File: src/rtl/time_keeper_pkg.sv
// Shared encodings and BCD helpers for the time_keeper core.
package time_keeper_pkg;

  typedef enum logic [1:0] {
    MODE_RUN         = 2'b00,
    MODE_SET_TIME    = 2'b01,
    MODE_SET_ALARM   = 2'b10,
    MODE_RUN_NOALARM = 2'b11
  } mode_e;

  typedef enum logic [1:0] {
    AL_IDLE   = 2'b00,
    AL_RING   = 2'b01,
    AL_SNOOZE = 2'b10
  } al_state_e;

  localparam logic       FLD_HOUR     = 1'b0;
  localparam logic       FLD_MIN      = 1'b1;
  localparam logic [7:0] BCD_HOUR_MAX = 8'h23;
  localparam logic [7:0] BCD_MIN_MAX  = 8'h59;

  function automatic logic [7:0] bcd_inc(input logic [7:0] v);
    return (v[3:0] == 4'd9) ? {v[7:4] + 4'd1, 4'd0} : {v[7:4], v[3:0] + 4'd1};
  endfunction

  function automatic logic [7:0] to_bcd(input int v);
    return {4'(v / 10), 4'(v % 10)};
  endfunction

  // HH:MM + add minutes, wrapping through midnight; result is {hour, min} in BCD.
  function automatic logic [15:0] snooze_target(input logic [7:0] h, input logic [7:0] m,
                                                input int add);
    int hi, mi;
    hi = int'(h[7:4]) * 10 + int'(h[3:0]);
    mi = int'(m[7:4]) * 10 + int'(m[3:0]) + add;
    if (mi >= 60) begin
      mi = mi - 60;
      hi = (hi == 23) ? 0 : hi + 1;
    end
    return {to_bcd(hi), to_bcd(mi)};
  endfunction

endpackage

File: src/rtl/time_keeper_bcd_mod_counter.sv
// Two-digit BCD register with clear/load/increment; wraps to 00 after MAX.
module bcd_mod_counter import time_keeper_pkg::*; #(
  parameter logic [7:0] MAX = BCD_MIN_MAX
) (
  input  logic       mclk,
  input  logic       rst,
  input  logic       inc,
  input  logic       clr,
  input  logic       load,
  input  logic [7:0] ld_val,
  output logic [7:0] q,
  output logic       wrap
);

  logic [7:0] q_q, q_d;

  always_comb begin
    q_d = q_q;
    if (clr)       q_d = 8'h00;
    else if (load) q_d = ld_val;
    else if (inc)  q_d = (q_q == MAX) ? 8'h00 : bcd_inc(q_q);
  end

  always_ff @(posedge mclk or negedge rst) begin
    if (!rst) q_q <= 8'h00;
    else      q_q <= q_d;
  end

  assign q    = q_q;
  assign wrap = inc && !clr && !load && (q_q == MAX);

endmodule

File: src/rtl/time_keeper.sv
// Clock core: HH:MM:SS timebase, time/alarm editors and alarm ring timer.
// Define TK_SNOOZE_EN to add the SNOOZE state and its target registers.
module time_keeper import time_keeper_pkg::*; #(
  parameter int CLK_FREQ       = 20000,
  parameter int ALARM_RING_SEC = 30,
  parameter int SNOOZE_MIN     = 5
) (
  input  logic       mclk,
  input  logic       rst,
  input  logic [1:0] vButton,
  input  logic [1:0] clk_mode,
  output logic [7:0] hour_bcd,
  output logic [7:0] min_bcd,
  output logic [7:0] sec_bcd,
  output logic [7:0] al_hour_bcd,
  output logic [7:0] al_min_bcd,
  output logic       field_sel,
  output logic       sec_tick,
  output logic       alarm_on
);

  localparam int            PW        = $clog2(CLK_FREQ);
  localparam logic [PW-1:0] PRE_MAX   = PW'(CLK_FREQ - 1);
  localparam logic [7:0]    RING_INIT = 8'(ALARM_RING_SEC);

  if (CLK_FREQ < 2 || ALARM_RING_SEC < 1 || ALARM_RING_SEC > 255 ||
      SNOOZE_MIN < 1 || SNOOZE_MIN > 59) begin : g_param_chk
    $error("time_keeper: parameter out of range");
  end

  mode_e         mode_in, mode_q, mode_d;
  logic [PW-1:0] presc_q, presc_d;
  logic          fs_q, fs_d, tick_q;
  logic          mode_chg, enter_st, set_t, set_a, tick_now;
  logic          sec_wrap, min_wrap;
  logic          unused_hour_wrap, unused_al_min_wrap, unused_al_hour_wrap;

  assign mode_in  = mode_e'(clk_mode);
  assign mode_chg = (mode_in != mode_q);
  assign enter_st = mode_chg && (mode_in == MODE_SET_TIME);
  // Edits are ignored in the cycle the mode changes; field_sel is being reset then.
  assign set_t    = !mode_chg && (mode_in == MODE_SET_TIME);
  assign set_a    = !mode_chg && (mode_in == MODE_SET_ALARM);
  assign tick_now = (presc_q == PRE_MAX) && (mode_in != MODE_SET_TIME);

  always_comb begin
    mode_d  = mode_in;
    presc_d = (presc_q == PRE_MAX) ? '0 : presc_q + 1'b1;
    if (enter_st) presc_d = '0;
    fs_d = fs_q;
    if (mode_chg)                           fs_d = FLD_HOUR;
    else if ((set_t || set_a) && vButton[1]) fs_d = ~fs_q;
  end

  // Hour carry only from the seconds chain, so editing minutes never bumps hours.
  bcd_mod_counter #(.MAX(BCD_MIN_MAX)) u_sec (
    .mclk(mclk), .rst(rst), .inc(tick_now), .clr(enter_st), .load(1'b0), .ld_val(8'h00),
    .q(sec_bcd), .wrap(sec_wrap));
  bcd_mod_counter #(.MAX(BCD_MIN_MAX)) u_min (
    .mclk(mclk), .rst(rst), .inc(sec_wrap || (set_t && vButton[0] && fs_q == FLD_MIN)),
    .clr(1'b0), .load(1'b0), .ld_val(8'h00), .q(min_bcd), .wrap(min_wrap));
  bcd_mod_counter #(.MAX(BCD_HOUR_MAX)) u_hour (
    .mclk(mclk), .rst(rst),
    .inc((sec_wrap && min_wrap) || (set_t && vButton[0] && fs_q == FLD_HOUR)),
    .clr(1'b0), .load(1'b0), .ld_val(8'h00), .q(hour_bcd), .wrap(unused_hour_wrap));
  bcd_mod_counter #(.MAX(BCD_MIN_MAX)) u_al_min (
    .mclk(mclk), .rst(rst), .inc(set_a && vButton[0] && fs_q == FLD_MIN),
    .clr(1'b0), .load(1'b0), .ld_val(8'h00), .q(al_min_bcd), .wrap(unused_al_min_wrap));
  bcd_mod_counter #(.MAX(BCD_HOUR_MAX)) u_al_hour (
    .mclk(mclk), .rst(rst), .inc(set_a && vButton[0] && fs_q == FLD_HOUR),
    .clr(1'b0), .load(1'b0), .ld_val(8'h00), .q(al_hour_bcd), .wrap(unused_al_hour_wrap));

  al_state_e  st_q, st_d;
  logic [7:0] cnt_q, cnt_d;
  logic       at_mark, silence;
`ifdef TK_SNOOZE_EN
  logic [7:0] tgt_h_q, tgt_h_d, tgt_m_q, tgt_m_d;
`endif

  // tick_q marks the cycle in which the time registers just advanced.
  assign at_mark = tick_q && (sec_bcd == 8'h00);
  assign silence = (mode_in != MODE_RUN) || vButton[1];

  always_comb begin
    st_d  = st_q;
    cnt_d = cnt_q;
`ifdef TK_SNOOZE_EN
    tgt_h_d = tgt_h_q;
    tgt_m_d = tgt_m_q;
`endif
    case (st_q)
      AL_IDLE: begin
        if (mode_in == MODE_RUN && at_mark &&
            hour_bcd == al_hour_bcd && min_bcd == al_min_bcd) begin
          st_d  = AL_RING;
          cnt_d = RING_INIT;
        end
      end
      AL_RING: begin
        if (silence) begin
          st_d  = AL_IDLE;
          cnt_d = '0;
        end else if (vButton[0]) begin
`ifdef TK_SNOOZE_EN
          st_d               = AL_SNOOZE;
          {tgt_h_d, tgt_m_d} = snooze_target(hour_bcd, min_bcd, SNOOZE_MIN);
`else
          st_d = AL_IDLE;
`endif
          cnt_d = '0;
        end else if (tick_q) begin
          if (cnt_q <= 8'd1) begin
            st_d  = AL_IDLE;
            cnt_d = '0;
          end else begin
            cnt_d = cnt_q - 8'd1;
          end
        end
      end
`ifdef TK_SNOOZE_EN
      AL_SNOOZE: begin
        if (silence) begin
          st_d = AL_IDLE;
        end else if (at_mark && hour_bcd == tgt_h_q && min_bcd == tgt_m_q) begin
          st_d  = AL_RING;
          cnt_d = RING_INIT;
        end
      end
`endif
      default: begin
        st_d  = AL_IDLE;
        cnt_d = '0;
      end
    endcase
  end

  always_ff @(posedge mclk or negedge rst) begin
    if (!rst) begin
      mode_q  <= MODE_RUN;
      presc_q <= '0;
      fs_q    <= FLD_HOUR;
      tick_q  <= 1'b0;
      st_q    <= AL_IDLE;
      cnt_q   <= '0;
`ifdef TK_SNOOZE_EN
      tgt_h_q <= 8'h00;
      tgt_m_q <= 8'h00;
`endif
    end else begin
      mode_q  <= mode_d;
      presc_q <= presc_d;
      fs_q    <= fs_d;
      tick_q  <= tick_now;
      st_q    <= st_d;
      cnt_q   <= cnt_d;
`ifdef TK_SNOOZE_EN
      tgt_h_q <= tgt_h_d;
      tgt_m_q <= tgt_m_d;
`endif
    end
  end

  assign field_sel = fs_q;
  assign sec_tick  = tick_q;
  assign alarm_on  = (st_q == AL_RING);

endmodule

File: config.mk
export PLATFORM = sky130hd
export DESIGN_NAME = time_keeper
export DESIGN_NICKNAME = d
export VERILOG_FILES = /design/src/rtl/time_keeper_pkg.sv /design/src/rtl/time_keeper_bcd_mod_counter.sv /design/src/rtl/time_keeper.sv
export SDC_FILE = /design/constraint.sdc
export NUM_CORES = 1
export LEC_CHECK = 0
export BUFFER_PORTS_ARGS = -buffer_cell sky130_fd_sc_hd__buf_2
export CAP_MARGIN = 0
export CORE_MARGIN = 4
export CORE_UTILIZATION = 64
export DETAILED_ROUTE_END_ITERATION = 10
export GPL_ROUTABILITY_DRIVEN = 0
export MAX_ROUTING_LAYER = met4
export PLACE_DENSITY_LB_ADDON = 0.25
export SLEW_MARGIN = 0
export SYNTH_ARGS = -nofsm -noshare
export SYNTH_HDL_FRONTEND = slang
export SYNTH_HIERARCHICAL = 1
export SYNTH_SLANG_ARGS = --single-unit
File: constraint.sdc
create_clock -name mclk -period 9.5 [get_ports mclk]
set_clock_uncertainty 0.05 [all_clocks]
set_input_delay 0.95 -clock mclk [delete_from_list [all_inputs] [get_ports mclk]]
set_output_delay 0.95 -clock mclk [all_outputs]
set_load 0.01 [all_outputs]
; Word level (Yosys, flattened, before mapping)
; Index checks and enable logic that the tools add are counted.
; Widths: inputs -> output; s select.
[totals]
word_cells = 122
register_bits = 69
[op_classes]
n_bitwise = 1
reduce_logical = 43
magnitude_cmp = 1
mux = 28
n_eq_ne = 21
addsub = 12
[op_table]
columns = op, count
row1 = $mux 8, 17
row2 = $add 4x1->4 const B, 10
row3 = $mux 15, 2
row4 = $eq 8x7->1 const B, 3
row5 = $eq 4x4->1 const B, 5
row6 = $logic_and 1x1->1, 19
row7 = $eq 8x6->1 const B, 2
row8 = $eq 8x8->1, 2
row9 = $pmux 8 s2, 1
row10 = $add 15x1->15 const B, 1
row11 = $eq 15x15->1 const B, 1
row12 = $reduce_bool 2->1, 7
row13 = $reduce_and 2->1, 6
row14 = $mux 2, 5
row15 = $le 8x1->1 const B, 1
row16 = $logic_not 8->1, 1
row17 = $ne 4x2->1 const B, 2
row18 = $sub 8x1->8 const B, 1
row19 = $eq 2x1->1 const B, 2
row20 = $logic_not 2->1, 2
row21 = $logic_or 1x1->1, 4
row22 = $pmux 2 s2, 1
row23 = $reduce_and 3->1, 1
row24 = $reduce_bool 3->1, 1
row25 = other kinds (7), 9

; Longest topological paths before layout
; Gate-level depths: netlist of the first run.
[logic_depth]
depth_word = 10
depth_mapped = 16

; Modules after synthesis
; Netlist of the first run, hierarchy kept.
[modules_own_cells]
columns = module, area_each_um2, cells_each, n_inst, seq_area_each_um2
row1 = bcd_mod_counter (u_al_min ...), 580.6, 64, 3, 200.2
row2 = time_keeper, 1741.7, 189, 1, 700.7
row3 = bcd_mod_counter (u_al_hour ...), 543.0, 61, 2, 200.2

; Worst setup path after synthesis of the first run
; Ideal clock, no wire load.
[synth_path]
kind = input-to-reg
start = input port clk_mode[1]
end = register u_hour.q_q[6], in the netlist u_hour/q[6]
setup_time_ns = 0.119
path_buffers = 1
arrival_ns = 3.156
setup_slack_ns = 6.175
stages = 13
path_cell_list = inv_2 -> a21oi_1 -> nand4b_4 -> nor4b_1 -> a31o_2 -> nand4b_4 -> nor4b_1 -> a32o_1 -> clkbuf_2 -> nand2_1 -> nor2_1 -> xor2_1 -> o21a_1
[synth_between]
word_cells_on_any_way = 18
classes_between = 3 x eq/ne / 15 x reduce/logical
[synth_rtl]
columns = element, line
row1 = "start, declared", time_keeper.sv:11  ; input logic [1:0] clk_mode,
row2 = $ne 2x1->1, time_keeper.sv:44  ; assign tick_now = (presc_q == PRE_MAX) && (mode_in != MODE_SET_TIME);
row3 = $logic_and 1x1->1, time_keeper.sv:44
row4 = via tick_now, time_keeper.sv:34  ; logic mode_chg, enter_st, set_t, set_a, tick_now;
row5 = $logic_and 1x1->1 (2 in series), time_keeper_bcd_mod_counter.sv:30  ; assign wrap = inc && !clr && !load && (q_q == MAX);
row6 = via sec_wrap, time_keeper.sv:35  ; logic sec_wrap, min_wrap;
row7 = $logic_or 1x1->1, time_keeper.sv:60  ; .mclk(mclk), .rst(rst), .inc(sec_wrap || (set_t && vButton[0] && fs_q == FLD_MIN)),
row8 = $logic_and 1x1->1, time_keeper_bcd_mod_counter.sv:30
row9 = via min_wrap, time_keeper.sv:35
row10 = $logic_and 1x1->1, time_keeper.sv:64  ; .inc((sec_wrap && min_wrap) || (set_t && vButton[0] && fs_q == FLD_HOUR)),
row11 = $logic_or 1x1->1, time_keeper.sv:64
row12 = $reduce_and 2->1 (no source line), n/a
row13 = "end signal, assigned", time_keeper_bcd_mod_counter.sv:26  ; else q_q <= q_d;
row14 = "end, declared", time_keeper_bcd_mod_counter.sv:15  ; logic [7:0] q_q, q_d;
; The timed path passes the listed nets, and every way through them passes these cells.
; A chain may end at the register's enable or synchronous reset.

; Final worst setup path of the first run
[layout_path]
start = register presc_q[0]
end = register u_hour.q_q[2], in the netlist u_hour/q[2]
[layout_between]
elab_chain_cells = 8
[layout_lines]
columns = element, line
row1 = "start, declared", time_keeper.sv:32  ; logic [PW-1:0] presc_q, presc_d;
row2 = "start signal, assigned", time_keeper.sv:151  ; presc_q <= presc_d;
row3 = $eq 15x15->1, time_keeper.sv:44
row4 = $logic_and 1x1->1, time_keeper.sv:44
row5 = via tick_now, time_keeper.sv:34
row6 = $logic_and 1x1->1 (2 in series), time_keeper_bcd_mod_counter.sv:30
row7 = via sec_wrap, time_keeper.sv:35
row8 = $logic_or 1x1->1, time_keeper.sv:60
row9 = $logic_and 1x1->1, time_keeper_bcd_mod_counter.sv:30
row10 = via min_wrap, time_keeper.sv:35
row11 = $logic_and 1x1->1, time_keeper.sv:64
row12 = $logic_or 1x1->1, time_keeper.sv:64
; The timed path passes the listed nets, and every way through them passes these cells.

==> impl_results.md, run 1 <==
- # resized after CTS: 0
- Leakage: 0.002360 µW
- Min Tclk post-route: 3.937 ns
- Worst hold margin: 0.4399 ns
- Worst vdd ir: 84.33 µV
- Starting Density: 66.54%
- CTS Root Cell: clkbuf_8
- Vias in the first global route: 3873
- Initial DRC count: 264
- Peak Freq: 0.2540 GHz
- DR vias/cell: 5.836
- RSZ-0062 raised after global routing: false
- R2R Setup Slk: 5.56 ns
- CP endpoint: u_hour/q[2]
- Non-Filler Instances: 690
- Pwr/cell area: 139.3 nW/µm²
- Status: completed
- Reg-to-Reg End: u_hour/q[2]
- Slowest cell on crit path: a21oi_1
- Req. time, crit path: 9.70 ns
- Hold path startpoint: presc_q[0]
- Slew headroom: 37.77%
- Crit-path max FO: 9
- Row cnt: 30
- CTS tree: done
- DR pass1 iterations: 5
- DRC Markers: 0
- Crit path capture type: flop
- Clk_lat worst skew: 0.36 ns
- Worst-Margin Slew: 0.9315 ns
- Worst R2R Path Depth: 13
- Hold Vio Cnt, Final: 0
- Max stage delay on crit path: 0.45 ns
- Largest net degree at the start of global routing: 69
- Mapped Area: 4546 µm²
- Critical path class: reg2reg
- Die Y: 92.28 µm
- Max capacitance violation total: 0
- Syn avg cell area: 9.128 µm²
- Port bufs: 48
- Layout area overhead: 15.22%
- Final net count: 618
- CP Buf/Inv Count: 1
- CP arrival: 4.14 ns
- Post CTS Setup Buffer Count: 0
- Crit path cell chain: ha_1 > inv_1 > nor2_1 > nand4_1 > a21oi_1 > nand4b_4 > nor4b_1 > a31o_2 > nand4b_4 > nor4b_1 > a32o_1 > nand4_1 > o32ai_1
- ANT nets after route: 0
- Setup crit start: presc_q[0]
- Vias post-DR: 4027
- Post-CTS Hold Buffers: 0
- Share of cells above drive strength 1: 16.50%
- Post-DP Area: 5021 µm²
- Setup TNS: 0 ns
- Period utilization: 41.44%
- HPWL Detailed: 7.604 mm
- Placed Cells: 674
- Cell count after synthesis: 498
- Final setup fails: 0
- Max Buffers Root-to-Sink: 2
- Reg2reg start: presc_q[0]
- CORE AREA: 6832 µm²
- First-pass GRT wire length: 17.89 mm
- ANT cells: 0
- Final WL: 10.67 mm
- Max-slew violations: 0
- Top cell family by delay on the critical path: simple AND/OR/NAND/NOR gates
- HP Class: reg2reg
- CTS sink cnt: 68
- Wire length per cell: 15.46 µm
- Worst-path clk slew: 0.07 ns
- Die width: 92.28 µm
- CP Depth: 13
- Io pins: 49
- Number of synthesis warnings: 6
- Startpoint class of the critical path: flop
- Initial antenna violation count: 0
- H-Tree Depth: 3
- Overflow after GRT: 0
- Finished Cell Area: 5238 µm²
- Total GRT Usage: 26.95%
- Total die area: 8515 µm²
- Total CTS buffers: 9
## area by class of cell
cell class	instances	area [µm²]
repair buffers	50	255.2
multi-input cells	412	2764
flip-flops and latches	68	1702
clock inverters	6	88.84
well taps	96	120.1
clock buffers	10	127.6
inverters	48	180.2
fillers	504	1594
## state kept, by name, indices dropped and copies added (netlist names)
register     flops
u_sec/q          8
u_min/q          8
sec_tick         1
cnt_q            8
presc_q         15
mode_q           2
st_q             1
u_al_min/q       8
field_sel        1
u_al_hour/q      8
u_hour/q         8
## cells in the final DEF (no fill, tap or decap), types with 7 or more instances in the layout
cell type,n
xor2_1,12
nand2_1,17
a221oi_1,12
o21ai_0,12
nand4_1,10
nor3b_1,9
conb_1,49
o2bb2ai_1,7
dfrtp_1,68
nor2_1,37
ha_1,23
xnor2_1,24
or3_1,10
nor3_1,19
nor2b_1,7
inv_1,47
a21oi_1,50
buf_2,48
nand3_1,25
clkbuf_8,9
## power breakdown
part	switching (µW)	internal [µW]
combinational	69.1	51.4
sequential	36.1	309
clock	116	148
total	221	508
## routing by layer
layer	track usage [%]	up-vias	part of all wire, %
met5	-	-	0
li1	-	1942	-
met3	6.153	25	4.8
met1	33.23	1943	43
met2	43.31	117	49
met4	10.27	0	2.6
## per-stage QoR
step	utilization (%)	setup WS, ns	total power [µW]
floorplan	-	6.187	425.8
global placement	73.50	5.656	459.6
detailed placement	73.50	5.565	466.2
CTS	76.67	5.605	729.4
global route	76.67	5.103	766.1
finish	76.67	5.563	729.7
## worst min-delay path by stage
| stage | end | slack [ns] | cells after the start |
|---|---|---|---|
| finish | presc_q[0] | 0.44 | 1 |
| global route | presc_q[0] | 0.47 | 1 |
| global placement | presc_q[0] | 0.42 | 1 |
| CTS | presc_q[0] | 0.45 | 1 |
| detailed placement | presc_q[0] | 0.44 | 1 |
| floorplan | presc_q[0] | 0.40 | 1 |
(Power assumes the default switching activity.)
==> run 2, diff against run 1 <==
--- a/config.mk
+++ b/config.mk
@@ -5,10 +5,11 @@
 export SDC_FILE = /design/constraint.sdc
 export NUM_CORES = 1
 export LEC_CHECK = 0
+export ABC_AREA = 1
 export BUFFER_PORTS_ARGS = -buffer_cell sky130_fd_sc_hd__buf_2
 export CAP_MARGIN = 0
 export CORE_MARGIN = 4
-export CORE_UTILIZATION = 64
+export CORE_UTILIZATION = 61
 export DETAILED_ROUTE_END_ITERATION = 10
 export GPL_ROUTABILITY_DRIVEN = 0
 export MAX_ROUTING_LAYER = met4
==> constraint.sdc (replaced) <==
create_clock -name mclk -period 3.7 [get_ports mclk]
set_clock_uncertainty 0.05 [all_clocks]
set_input_delay 0.37 -clock mclk [delete_from_list [all_inputs] [get_ports mclk]]
set_output_delay 0.37 -clock mclk [all_outputs]
set_load 0.01 [all_outputs]
==> run 2 against run 1 <==
  * Synthesized area grew 14%
  * Cell count grew 41%
  * Register-to-register slack lost 5.2 ns
  * Critical endpoint is now u_hour/q[4]
  * Clock power grew 100%
  * Synthesized cell count grew 53%
  * Sequential share of layout area shrank 3.6 points
  * Count of clock-buffer cells in the layout grew 4
==> impl_results.md, run 2 <==
- Status: completed
- Max-slew violations: 0 (unchanged)
- Worst-Margin Slew: 0.6452 ns (-0.2863 ns)
- Met2 usage: 43.22% (-0.088 points)
- Die width: 100.2 µm (+8.6%)
- Gr busiest metal: met2
- Leakage: 0.003247 µW (+38%)
- Register area: 1702 µm² (unchanged)
- # resized after CTS: 0 (unchanged)
- Post-CTS Hold Buffers: 1 (+1)
- Finished Cell Area: 5881 µm² (+12%)
- Largest Register: presc_q
- Most frequent CP cell: nand2_1
- Die Y: 100.2 µm (+8.6%)
- Vias in the first global route: 4672 (+21%)
- Clk_lat worst skew: 0.34 ns (-0.02 ns)
- Share of cells above drive strength 1: 17.11% (+0.61 points)
- First-pass GRT wire length: 20.22 mm (+13%)
- Total GRT Usage: 24.81% (-2.1 points)
- HPWL Detailed: 8.685 mm (+14%)
- Row cnt: 33 (+10%)
- Setup TNS: 0 ns (unchanged)
- Period utilization: 89.26% (+48 points)
- Largest net degree at the start of global routing: 53 (-23%)
- Layout area overhead: 13.42%
- DRC Markers: 0 (unchanged)
- Most frequent cells in the layout: 296 x nand2_1, 96 x inv_1, 68 x dfrtp_1
- Req. time, crit path: 3.92 ns (-5.78 ns)
- Slew headroom: 56.99% (+19 points)
- Worst vdd ir: 241.3 µV (+190%)
- Hold Vio Cnt, Final: 0 (unchanged)
- Max capacitance violation total: 0 (unchanged)
- Worst-path clk slew: 0.07 ns (about the same)
- Commonest non-fill, non-tap cell in the layout: nand2_1
- Multi-input logic area: 3182 µm² (+15%)
- Crit path cell chain: ha_1 > nand2_1 > inv_2 > nand3_1 > nor4_4 > o21a_1 > inv_1 > nor4_1 > o21bai_1 > inv_1 > nor4_1 > nand2_1 > o21ai_0 > inv_1 > nand3_1 > nand2_1 > a21oi_4 > nand2_1 > nand2_1
- Final WL: 11.53 mm (+8.1%)
- CTS sink cnt: 68 (unchanged)
- Mapped Area: 5185 µm² (+14%)
- Final net count: 895 (+45%)
- Crit path capture type: flop
- Initial DRC count: 235 (-11%)
- Io pins: 49 (unchanged)
- Total CTS buffers: 9 (unchanged)
- Total die area: 10040 µm² (+18%)
- Critical path class: reg2reg
- Final setup fails: 0 (unchanged)
- Max Buffers Root-to-Sink: 2 (unchanged)
- CTS tree: done
- Number of synthesis warnings: 6 (unchanged)
- CORE AREA: 8258 µm² (+21%)
- Crit-path max FO: 4 (-5)
- CTS Root Cell: clkbuf_8
- Wire length per cell: 11.82 µm (-24%)
- Routing usage on met3: 2.571% (-3.6 points)
- Layout fillers: 712 (+41%)
- Syn avg cell area: 6.822 µm² (-25%)
- Initial antenna violation count: 0 (unchanged)
- DR vias/cell: 5.022 (-14%)
- Min Tclk post-route: 3.303 ns (-0.6343 ns)
- Cell count after synthesis: 760 (+53%)
- ANT nets after route: 0 (unchanged)
- H-Tree Depth: 3 (unchanged)
- RSZ-0062 raised after global routing: false
- Pwr/cell area: 356.3 nW/µm² (+160%)
- Vias post-DR: 4901 (+22%)
- Overflow after GRT: 0 (unchanged)
- Post-DP Area: 5708 µm² (+14%)
- Port bufs: 48 (unchanged)
- ANT cells: 0 (unchanged)
- Slowest cell on crit path: dfrtp_1
- Worst hold margin: 0.1695 ns (-0.2704 ns)
- DR pass1 iterations: 5 (unchanged)
- HP Class: in2reg
- Peak Freq: 0.3028 GHz (+19%)
- Post CTS Setup Buffer Count: 0 (unchanged)
- CP arrival: 3.53 ns (-0.61 ns)
- Startpoint class of the critical path: flop
- Max FFs per register: 15 (unchanged)
- Max stage delay on crit path: 0.40 ns (-0.05 ns)
- Met1 Usage GRT: 30.95% (-2.3 points)
- Starting Density: 62.79% (-3.8 points)
-- run 2: area by class of cell --
class / instances / share of cell area [%]
sequential: 68 / 28.94
inverter: 114 / 7.574
clock buffer: 14 / 2.596
multi-input combinational: 623 / 54.11
timing repair buffer: 50 / 4.383
clock inverter: 2 / 0.1702
tap: 105 / 2.234
-- run 2: stage by stage --
stage	setup WS (ns)	utilization, %	cells	total power (µW)
6_report	0.3975	71.21	976	2095
5_1_grt	0.03945	71.21	976	2241
4_1_cts	0.3982	71.21	976	2096
3_5_place_dp	0.4310	69.12	959	1564
3_3_place_gp	0.5905	69.12	959	1535
2_1_floorplan	0.8376	-	810	1395
-- run 2: routing by layer --
layer | wire length, µm | share of wire (%)
met5 | 0 | 0
met4 | 150 | 1.3
met1 | 5070 | 44
met2 | 5801 | 50
met3 | 511 | 4.4
-- run 2: critical path: cells and delay by family, from the launching register on --
family,cells,cell delay [ns]
simple gates,10,1.68
buf+inv,4,0.31
flops,1,0.40
fa+ha+maj,1,0.18
compound gates,4,0.63
-- run 2: final timing paths --
kind / startpoint / end / slack [ns] / cells past startpoint
min reg2reg: presc_q[0] / presc_q[0] / 0.43 / 1
max reg2reg: presc_q[0] / u_hour/q[4] / 0.40 / 19
max in group asynchronous: rst / u_min/q[3] / 2.18 / 3
min in group asynchronous: rst / presc_q[9] / 0.43 / 2
min: clk_mode[0] / mode_q[0] / 0.17 / 1
max: presc_q[0] / u_hour/q[4] / 0.40 / 19
-- run 2: report_power, final --
group          internal (µW)  switching (µW)  leakage (µW)
logic                    225             363       0.00226
clock network            261             272     0.0000844
registers                831             143      0.000903
total                   1320             778       0.00325
==> run 3, diff against run 2 <==
--- a/config.mk
+++ b/config.mk
@@ -8,7 +8,6 @@
 export ABC_AREA = 1
 export BUFFER_PORTS_ARGS = -buffer_cell sky130_fd_sc_hd__buf_2
 export CAP_MARGIN = 0
-export CORE_MARGIN = 4
 export CORE_UTILIZATION = 61
 export DETAILED_ROUTE_END_ITERATION = 10
 export GPL_ROUTABILITY_DRIVEN = 0
==> run 3 against run 2 <==
  * Combinational power hardly changed
  * Critical path depth did not move
  * Sequential power is essentially flat
  * Die area shrank 12%
  * Non-clock buffer count shrank 1
  * Worst hold slack lost 0.072 ns
  * Fmax is 1.6% higher
  * Total power up 3.9%
  * Sequential cell count unchanged
  * Setup slack better by 0.051 ns
  * Global-route usage increased by 5.1 points
  * Critical path type unchanged
  * Sequential share of layout area down 0.12 points
==> impl_results.md, run 3 (synthesis results as in run 2) <==
- Worst vdd ir: 185.6 µV (-23%)
- Peak Freq: 0.3075 GHz (+1.6%)
- Die Y: 94.20 µm (-6.0%)
- Io pins: 49 (unchanged)
- CP arrival: 3.48 ns (-0.05 ns)
- Layout fillers: 707 (-0.70%)
- H-Tree Depth: 3 (unchanged)
- CTS sink cnt: 68 (unchanged)
- Overflow after GRT: 0 (unchanged)
- Crit path capture type: flop
- Reg-to-Reg End: u_hour/q[7]
- Port bufs: 48 (unchanged)
- Final WL: 11.72 mm (+1.6%)
- First-pass GRT wire length: 20.43 mm (+1.1%)
- Max stage delay on crit path: 0.39 ns (about the same)
- Share of cells above drive strength 1: 17.40% (+0.29 points)
- R2R Setup Slk: 0.45 ns (+0.05 ns)
- Total die area: 8873 µm² (-12%)
- Reg2reg start: presc_q[0]
- Min Tclk post-route: 3.252 ns (-0.05094 ns)
- Hold Vio Cnt, Final: 0 (unchanged)
- Slowest cell on crit path: dfrtp_1
- Max-slew violations: 0 (unchanged)
- ANT cells: 0 (unchanged)
- DRC Markers: 0 (unchanged)
- CORE AREA: 8217 µm² (-0.50%)
- Critical path class: reg2reg
- Startpoint class of the critical path: flop
- Finished Cell Area: 5904 µm² (+0.40%)
- DR vias/cell: 5.115 (+1.9%)
- Starting Density: 63.10% (+0.32 points)
- Worst-path clk slew: 0.07 ns (about the same)
- Finished Core Util: 71.86% (+0.65 points)
- RSZ-0062 raised after global routing: false
- Crit-path max FO: 4 (unchanged)
- ANT nets after route: 0 (unchanged)
- Setup TNS: 0 ns (unchanged)
- Vias post-DR: 4977 (+1.6%)
- Final setup fails: 0 (unchanged)
- Largest net degree at the start of global routing: 40 (-25%)
- Initial antenna violation count: 0 (unchanged)
- Layout area overhead: 13.88%
- Total CTS buffers: 9 (unchanged)
- Initial DRC count: 210 (-11%)
- HP Class: in2async
- Largest Register: presc_q
- Max FFs per register: 15 (unchanged)
- Clk_lat worst skew: 0.34 ns (about the same)
- Status: completed
- Worst R2R Path Depth: 19 (unchanged)
- Wire length per cell: 12.04 µm (+1.9%)
- Max Buffers Root-to-Sink: 2 (unchanged)
- Row cnt: 33 (unchanged)
- Die width: 94.20 µm (-6.0%)
- Final net count: 894 (-0.11%)
- HPWL Detailed: 8.701 mm (+0.18%)
- Slew headroom: 40.50% (-16 points)
- Setup WS post-layout: 0.4484 ns (+0.05094 ns)
- Crit path cell chain: ha_1 > nand2_1 > inv_2 > nand3_1 > nor4_4 > o21a_1 > inv_1 > nor4_2 > o21bai_1 > inv_1 > nor4_1 > nand2_1 > o21ai_0 > inv_1 > nand3_1 > nand2_1 > a21oi_4 > nand2_1 > nand2_1
- Req. time, crit path: 3.93 ns (about the same)
- Period utilization: 87.88% (-1.4 points)
- CTS Root Cell: clkbuf_8
- Post-CTS Hold Buffers: 0 (-1)
- Post-DP Area: 5708 µm² (unchanged)
- Leakage: 0.003257 µW (+0.30%)
- Total GRT Usage: 29.86% (+5.1 points)
- Most frequent cells in the layout: 296 x nand2_1, 96 x inv_1, 68 x dfrtp_1
- Setup crit start: presc_q[0]
- Most frequent CP cell: nand2_1
- CTS tree: done
- Pwr/cell area: 368.7 nW/µm² (+3.5%)
- Worst slack, placed: 0.3115 ns (-0.1194 ns)
- Worst-Margin Slew: 0.8925 ns (+0.2473 ns)
- Max capacitance violation total: 0 (unchanged)
- Commonest non-fill, non-tap cell in the layout: nand2_1
- DR pass1 iterations: 5 (unchanged)
- Vias in the first global route: 4786 (+2.4%)
-- run 3: cell types whose count changed in the layout (fill, tap and decap cells not counted), sizes merged --
cell         delta
clkbuf          -2
bufinv          +1
clkinv          -1
dlygate4sd3     -1
-- run 3: how the worst max path moves through the flow --
stage,to,slack (ns),cells past startpoint
global route,u_hour/q[7],0.03,19
floorplan,u_hour/q[4],0.84,19
detailed placement,u_hour/q[7],0.31,19
global placement,u_hour/q[4],0.55,19
CTS,u_hour/q[7],0.28,19
finish,u_hour/q[7],0.45,19
-- run 3: layout make-up --
| class | count | area (µm²) | share of cell area [%] |
|---|---|---|---|
| repair buffers | 49 | 247.7 | 4.196 |
| flip-flops and latches | 68 | 1702 | 28.82 |
| multi-input cells | 623 | 3188 | 53.99 |
| clock buffers | 12 | 155.1 | 2.628 |
| well taps | 105 | 131.4 | 2.225 |
| inverters | 114 | 445.4 | 7.544 |
| clock inverters | 2 | 35.03 | 0.5933 |
-- run 3: report_power, final --
group | switching, µW | total [µW] | leakage, µW | internal, µW
Sequential | 144 | 974 | 0.000903 | 831
Clock | 274 | 614 | 0.0000983 | 340
Combinational | 364 | 589 | 0.00226 | 224
Total | 782 | 2180 | 0.00326 | 1400
-- run 3: worst max-delay path, delay by kind of cell (launching register included) --
family | cells | cell delay (ns)
compound gates | 4 | 0.61
buf+inv | 4 | 0.33
flops | 1 | 0.39
simple gates | 10 | 1.63
fa+ha+maj | 1 | 0.19
-- run 3: through the flow --
step | total power, µW | std cells | hold slack, ns
5_1_grt | 2335 | 973 | 0.1485
3_3_place_gp | 1530 | 959 | 0.3906
6_report | 2177 | 973 | 0.09759
2_1_floorplan | 1395 | 810 | 0.02441
3_5_place_dp | 1562 | 959 | 0.4109
4_1_cts | 2177 | 973 | 0.1197
-- run 3: routing by layer --
metal | track usage, % | routed length (µm)
met1 | 33.78 | 4990
met2 | 52.36 | 6049
met3 | 6.230 | 542
met4 | 9.872 | 132
met5 | - | 0
-- run 3: repair_timing --
action,in CTS,in global routing
gates resized for setup,0,1
endpoints found under the setup margin,0,8
buffers inserted,0,0
